<file path="config.mk">
export PLATFORM = sky130hd
export DESIGN_NAME = sync_fifo_param_flat
export DESIGN_NICKNAME = d
export VERILOG_FILES = /design/src/rtl/sync_fifo_param_if.sv /design/src/rtl/sync_fifo_param.sv /design/src/flat_wrapper.sv
export SDC_FILE = /design/constraint.sdc
export NUM_CORES = 1
export LEC_CHECK = 0
export ABC_AREA = 1
export BUFFER_PORTS_ARGS = -buffer_cell sky130_fd_sc_hd__buf_2
export CAP_MARGIN = 5
export CORE_UTILIZATION = 50
export DETAILED_ROUTE_END_ITERATION = 12
export GPL_TIMING_DRIVEN = 0
export HOLD_SLACK_MARGIN = 0.06
export PLACE_DENSITY = 0.65
export RECOVER_POWER = 25
export SYNTH_ARGS = -nofsm -noshare
export SYNTH_HDL_FRONTEND = slang
export SYNTH_SLANG_ARGS = --single-unit
</file>
<file path="constraint.sdc">
create_clock -name clk -period 2.35 [get_ports clk]
set_input_delay 0.5875 -clock clk [delete_from_list [all_inputs] [get_ports clk]]
set_output_delay 0.5875 -clock clk [all_outputs]
set_load 0.05 [all_outputs]
</file>
<file path="src/rtl/sync_fifo_param_if.sv">
// ============================================================================
// Module   : sync_fifo_param_if
// Brief    : Handshake, data and status bundle for sync_fifo_param.
// Revision : 1.0 - initial release
// ============================================================================
`default_nettype none

interface sync_fifo_param_if #(
   parameter int DATA_W = 8,
   parameter int DEPTH  = 16
);
   localparam int AW = $clog2(DEPTH);

   logic              flush;
   logic              wr_en;
   logic [DATA_W-1:0] din;
   logic              rd_en;
   logic [DATA_W-1:0] dout;
   logic              dout_valid;
   logic              full;
   logic              empty;
   logic              almost_full;
   logic              almost_empty;
   logic [AW:0]       count;
   logic              overflow;
   logic              underflow;

   // Producer/consumer side
   modport master (
      output flush, wr_en, din, rd_en,
      input  dout, dout_valid, full, empty, almost_full, almost_empty,
             count, overflow, underflow
   );

   // FIFO side
   modport slave (
      input  flush, wr_en, din, rd_en,
      output dout, dout_valid, full, empty, almost_full, almost_empty,
             count, overflow, underflow
   );
endinterface

`default_nettype wire

</file>
<file path="src/rtl/sync_fifo_param.sv">
// ============================================================================
// Module   : sync_fifo_param
// Brief    : Parametrised circular-buffer synchronous FIFO with occupancy
//            count, threshold flags, flush and sticky error flags.
// Revision : 1.0 - initial release
// ============================================================================
`default_nettype none

module sync_fifo_param #(
   parameter int DATA_W    = 8,
   parameter int DEPTH     = 16,
   parameter int AF_MARGIN = 2,
   parameter int AE_MARGIN = 2
) (
   input  logic              clk,
   input  logic              reset,
   sync_fifo_param_if.slave  fifo
);

   localparam int          AW          = $clog2(DEPTH);
   localparam logic [AW:0] c_depth     = DEPTH[AW:0];
   localparam logic [AW:0] c_af_level  = c_depth - AF_MARGIN[AW:0];
   localparam logic [AW:0] c_ae_level  = AE_MARGIN[AW:0];

   logic [DATA_W-1:0] r_mem [DEPTH];
   logic [AW-1:0]     r_wr_ptr;
   logic [AW-1:0]     r_rd_ptr;
   logic [AW:0]       r_count;
   logic [DATA_W-1:0] r_dout;
   logic              r_dout_valid;
   logic              r_overflow;
   logic              r_underflow;

   logic              w_full;
   logic              w_empty;
   logic              w_rd_accept;
   logic              w_wr_accept;

   assign w_full      = (r_count == c_depth);
   assign w_empty     = (r_count == '0);
   assign w_rd_accept = fifo.rd_en && !w_empty;
   // A full FIFO still takes a write when a read frees a slot in the same cycle
   assign w_wr_accept = fifo.wr_en && (!w_full || w_rd_accept);

   // Storage array carries no reset; stale contents are never observable
   always_ff @(posedge clk) begin
      if (w_wr_accept && !fifo.flush) begin
         r_mem[r_wr_ptr] <= fifo.din;
      end
   end

   always_ff @(posedge clk or negedge reset) begin
      if (!reset) begin
         r_wr_ptr     <= '0;
         r_rd_ptr     <= '0;
         r_count      <= '0;
         r_dout       <= '0;
         r_dout_valid <= 1'b0;
         r_overflow   <= 1'b0;
         r_underflow  <= 1'b0;
      end else if (fifo.flush) begin
         r_wr_ptr     <= '0;
         r_rd_ptr     <= '0;
         r_count      <= '0;
         r_dout_valid <= 1'b0;
         r_overflow   <= 1'b0;
         r_underflow  <= 1'b0;
      end else begin
         r_dout_valid <= w_rd_accept;
         if (w_rd_accept) begin
            r_dout   <= r_mem[r_rd_ptr];
            r_rd_ptr <= r_rd_ptr + 1'b1;
         end
         if (w_wr_accept) begin
            r_wr_ptr <= r_wr_ptr + 1'b1;
         end
         if (fifo.wr_en && !w_wr_accept) begin
            r_overflow <= 1'b1;
         end
         if (fifo.rd_en && !w_rd_accept) begin
            r_underflow <= 1'b1;
         end
         case ({w_wr_accept, w_rd_accept})
            2'b10:   r_count <= r_count + 1'b1;
            2'b01:   r_count <= r_count - 1'b1;
            default: r_count <= r_count;
         endcase
      end
   end

   assign fifo.dout         = r_dout;
   assign fifo.dout_valid   = r_dout_valid;
   assign fifo.full         = w_full;
   assign fifo.empty        = w_empty;
   assign fifo.almost_full  = (r_count >= c_af_level);
   assign fifo.almost_empty = (r_count <= c_ae_level);
   assign fifo.count        = r_count;
   assign fifo.overflow     = r_overflow;
   assign fifo.underflow    = r_underflow;

endmodule

`default_nettype wire
</file>
<file path="src/flat_wrapper.sv">
// flat-port wrapper written by rule: the top's interface ports become plain ports
module sync_fifo_param_flat 
#(
   parameter int DATA_W    = 8,
   parameter int DEPTH     = 16,
   parameter int AF_MARGIN = 2,
   parameter int AE_MARGIN = 2
)
  (clk, reset, fifo_flush, fifo_wr_en, fifo_din, fifo_rd_en, fifo_dout, fifo_dout_valid, fifo_full, fifo_empty, fifo_almost_full, fifo_almost_empty, fifo_count, fifo_overflow, fifo_underflow);
  sync_fifo_param_if #(.DATA_W(DATA_W), .DEPTH(DEPTH)) fifo_i ();
  input  logic clk;
  input  logic reset;
  input wire logic [$bits(fifo_i.flush)-1:0] fifo_flush;
  input wire logic [$bits(fifo_i.wr_en)-1:0] fifo_wr_en;
  input wire logic [$bits(fifo_i.din)-1:0] fifo_din;
  input wire logic [$bits(fifo_i.rd_en)-1:0] fifo_rd_en;
  output wire logic [$bits(fifo_i.dout)-1:0] fifo_dout;
  output wire logic [$bits(fifo_i.dout_valid)-1:0] fifo_dout_valid;
  output wire logic [$bits(fifo_i.full)-1:0] fifo_full;
  output wire logic [$bits(fifo_i.empty)-1:0] fifo_empty;
  output wire logic [$bits(fifo_i.almost_full)-1:0] fifo_almost_full;
  output wire logic [$bits(fifo_i.almost_empty)-1:0] fifo_almost_empty;
  output wire logic [$bits(fifo_i.count)-1:0] fifo_count;
  output wire logic [$bits(fifo_i.overflow)-1:0] fifo_overflow;
  output wire logic [$bits(fifo_i.underflow)-1:0] fifo_underflow;
  assign fifo_i.flush = fifo_flush;
  assign fifo_i.wr_en = fifo_wr_en;
  assign fifo_i.din = fifo_din;
  assign fifo_i.rd_en = fifo_rd_en;
  assign fifo_dout = fifo_i.dout;
  assign fifo_dout_valid = fifo_i.dout_valid;
  assign fifo_full = fifo_i.full;
  assign fifo_empty = fifo_i.empty;
  assign fifo_almost_full = fifo_i.almost_full;
  assign fifo_almost_empty = fifo_i.almost_empty;
  assign fifo_count = fifo_i.count;
  assign fifo_overflow = fifo_i.overflow;
  assign fifo_underflow = fifo_i.underflow;
  sync_fifo_param #(.DATA_W(DATA_W), .DEPTH(DEPTH), .AF_MARGIN(AF_MARGIN), .AE_MARGIN(AE_MARGIN)) u_core (.clk(clk), .reset(reset), .fifo(fifo_i));
endmodule
</file>
==> flow_metrics.py <==
metrics = {
    "status": {
        "status": "completed",
    },
    "timing": {
        "fin_hold_ws_ps": 444.0,
        "worstMarginPinSlew_ps": 1325,
        "clock_skew_ps": 6.447,
        "fmax_mhz": 433.7,
        "final_critical_delay_including_setup_and_external_delays_ps": 2306,
        "grt_setup_unrepaired": "yes",
        "hold_viol_final": 0,
        "setup-violations-final": 0,
        "slew_violations": 0,
        "finalCritPeriodShare": 0.9812,
        "slew-limit-headroom": 0.1165,
    },
    "setup_path": {
        "cpPeakStageDelay_ps": 900,
        "required_ps": 2390,
        "crit_slowest_cell": "sky130_fd_sc_hd__nor3_1",
        "timing.critical_path.from_type": "register",
        "r2r.worst_path.cells": 6,
        "worst-path-buf-inv": 1,
        "crit_type": "reg2reg",
        "crit_path_cell_trace": "nor2_4, nand4_1, nand2_2, inv_1, nand2_1, nor3_1",
        "crit_path_end_kind": "register",
        "critPathMaxFanout": 8,
        "critPathTopFamily": "simple AND/OR/NAND/NOR gates",
        "worstSetupPathDepth": 6,
        "arrival_ps": 2340,
    },
    "clock_network": {
        "tritoncts": "built",
        "numCtsBuffers": 17,
        "cts_max_level": 4,
        "insertion_delay_ps": 430,
        "path_clk_slew_ps": 60,
        "cts_sinks": 152,
        "clockBufferDepth": 2,
        "cts.repair_timing.setup_buffer_count": 0,
        "cell_at_the_root_of_the_clock_tree": "sky130_fd_sc_hd__clkbuf_16",
        "post_cts_hold_buffer_count": 0,
    },
    "yosys": {
        "main_flop_type_after_synthesis": "sky130_fd_sc_hd__edfxtp_1",
        "synth_top_area_frac": 0.5571,
        "synthDominantAreaCellType": "sky130_fd_sc_hd__edfxtp_1",
        "synth.cell_area_sq_um": 6899,
        "synth_nets": 721,
        "postSynth.asyncResetShare": 0.1579,
        "number_of_synthesized_flops_with_an_enable_pin": 128,
        "synth.most_common_cell": "sky130_fd_sc_hd__nand2_1",
        "total_number_of_yosys_warnings": 0,
        "avg_synthesized_cell_area_sq_um": 9.870,
        "synth.yosys.seq_area_share": 0.6442,
        "synth_seq_cells": 152,
        "netlist_instances": 699,
        "yosys.cell_types.count": 28,
        "ys_top_cells_by_area": "sky130_fd_sc_hd__edfxtp_1 56%, sky130_fd_sc_hd__nand2_1 12%, sky130_fd_sc_hd__dfrtp_1 8.7%",
        "netlist_top_cells_count": "224 x sky130_fd_sc_hd__nand2_1, 128 x sky130_fd_sc_hd__edfxtp_1, 115 x sky130_fd_sc_hd__inv_1",
    },
    "routing": {
        "final_antenna_net_count": 0,
        "detailedRoute.firstIterationViolations": 378,
        "routed_via_density": 5.087,
        "wl_mm": 15.89,
        "detailroute.via_count": 4777,
        "dr.pass1.iters": 5,
        "route.detailed.drc": 0,
        "route.detailed.wl_per_inst_microns": 16.92,
    },
    "place": {
        "post-dp-hpwl_mm": 10.98,
        "place.port_buffers": 31,
        "gp_congestion": 0.8949,
    },
    "floorplanning": {
        "core_area_sq_um": 13350,
        "core.rowCount": 42,
        "fp.dieArea_sq_um": 14270,
        "die_x_microns": 119.5,
        "ioPinCount": 33,
        "initial_core_util": 0.5169,
        "die_y_microns": 119.5,
    },
    "finish": {
        "antenna_fix_cells": 0,
        "layout.nets": 774,
        "area_delta_synth_final_pct": 14.64,
        "fin_util": 0.5925,
        "fraction_of_layout_instances_using_a_drive_strength_above_1": 0.1271,
    },
    "grt": {
        "first_pass_grt_wire_length_mm": 25.36,
        "antenna_violations_before_repair": 0,
        "grt-ovfl-total": 0,
        "first_global_vias": 4728,
        "globalRouteTotalUtil": 0.2454,
        "grt_max_degree": 25,
    },
    "power": {
        "power_density_nw_per_um2": 1085,
        "p_leak_nw": 3.567,
        "max-vdd-ir-drop_mv": 0.5394,
    },
    "run": {
        "maxCapViolations": 0,
    },
    "worst_hold_path": {
        "holdCritPathClass": "in2async",
    },
}
[per-stage QoR]
stage	area (sq um)	total power [mW]	TNS, ps	instances	worst slack (ps)
after CTS	7898	8.621	-49.91	938	-7.314
final	7909	8.582	0	939	44.23
after floorplan	6899	5.128	0	699	100.2
after global routing	7909	8.997	-1325	939	-86.51
after global placement	7274	5.842	-26570	906	-456.3
after detailed placement	7284	5.886	-26130	908	-379.0
[cell families after synthesis]
kind of cell	after synthesis	synth area share
and+or+nand+nor	374	0.2363
DFF	152	0.6442
buffers and inverters	148	0.08868
AOI/OAI and AO/OA	14	0.01088
adders and majority gates	9	0.01741
xor gates and xnor gates	2	0.002539
[power by group]
part	internal, mW	switching (mW)	leakage [nW]
Clock	1.74	1.00	0.288
Combinational	0.718	1.93	1.81
Sequential	3.07	0.125	1.47
Total	5.53	3.05	3.57
[per-layer routing]
layer  vias up  wire [microns]  share of wire  track usage
met5         -               0              0            0
met4         0             457          0.029       0.1180
met3        23             919          0.058      0.03784
met2       129            7661           0.48       0.3898
met1      2264            6850           0.43       0.3306
li1       2361               -              -            -
[path summary, 6_finish.rpt]
kind | from | to | slack, ps
max | u_core.fifo.count[1] | u_core.r_mem[11][0] | 40
min | reset | u_core.fifo.dout[6] | 440
max reg2reg | u_core.fifo.count[1] | u_core.r_mem[11][0] | 40
min reg2reg | u_core.fifo.dout[3] | u_core.fifo.dout[3] | 480
max in group asynchronous | reset | u_core.r_wr_ptr[3] | 1120
min in group clk | u_core.fifo.dout[3] | u_core.fifo.dout[3] | 480
[cell type report]
cell class                      count  area (sq um)
Timing Repair Buffer               34         163.9
Inverter                          121         454.2
Clock inverter                     12         158.9
Clock buffer                       18         429.2
Buffer                             27         157.7
Multi-Input combinational cell    399          1881
Fill cell                        1151          5439
Tap cell                          176         220.2
Sequential cell                   152          4444
[state kept, by name (all words and copies together), names as in the netlist]
signal and flops:
u_core.fifo.overflow 1, u_core.r_mem 128, u_core.fifo.count 5, u_core.fifo.dout 8
u_core.fifo.underflow 1, u_core.fifo.dout_valid 1, u_core.r_rd_ptr 4, u_core.r_wr_ptr 4
[cells in the final DEF, fill, tap and decap left out]
master	synthesis	final
sky130_fd_sc_hd__clkinvlp_4	0	1
sky130_fd_sc_hd__nor2_2	1	2
sky130_fd_sc_hd__nor2_1	15	14
sky130_fd_sc_hd__o21ai_1	1	1
sky130_fd_sc_hd__nand4_1	1	1
sky130_fd_sc_hd__xor2_1	1	1
sky130_fd_sc_hd__edfxtp_1	128	128
sky130_fd_sc_hd__dfrtp_1	24	24
sky130_fd_sc_hd__nor3_2	0	7
sky130_fd_sc_hd__nand3b_1	1	1
sky130_fd_sc_hd__nor3_1	14	7
sky130_fd_sc_hd__nor2_4	2	2
sky130_fd_sc_hd__nand3_4	3	3
sky130_fd_sc_hd__inv_1	115	115
sky130_fd_sc_hd__nand2_1	224	224
sky130_fd_sc_hd__xnor2_1	1	1
sky130_fd_sc_hd__nand2_2	2	2
sky130_fd_sc_hd__buf_2	12	41
sky130_fd_sc_hd__o21ai_0	6	6
sky130_fd_sc_hd__fa_1	1	1
sky130_fd_sc_hd__clkinv_2	0	4
sky130_fd_sc_hd__a21oi_2	1	1
sky130_fd_sc_hd__bufinv_16	0	4
sky130_fd_sc_hd__clkinv_1	3	6
sky130_fd_sc_hd__ha_1	8	8
sky130_fd_sc_hd__a31oi_1	1	1
sky130_fd_sc_hd__buf_4	9	9
sky130_fd_sc_hd__inv_2	3	3
sky130_fd_sc_hd__clkbuf_1	5	11
sky130_fd_sc_hd__buf_6	1	1
sky130_fd_sc_hd__nand3_1	111	111
sky130_fd_sc_hd__a21oi_1	5	5
sky130_fd_sc_hd__clkbuf_16	0	17
[what timing repair did]
| item | CTS | global route |
|---|---|---|
| setup endpoints to repair | 40 | 38 |
| pin swaps | 0 | 0 |
| resized for setup | 5 | 3 |
Power figures use the tool's default switching activity.
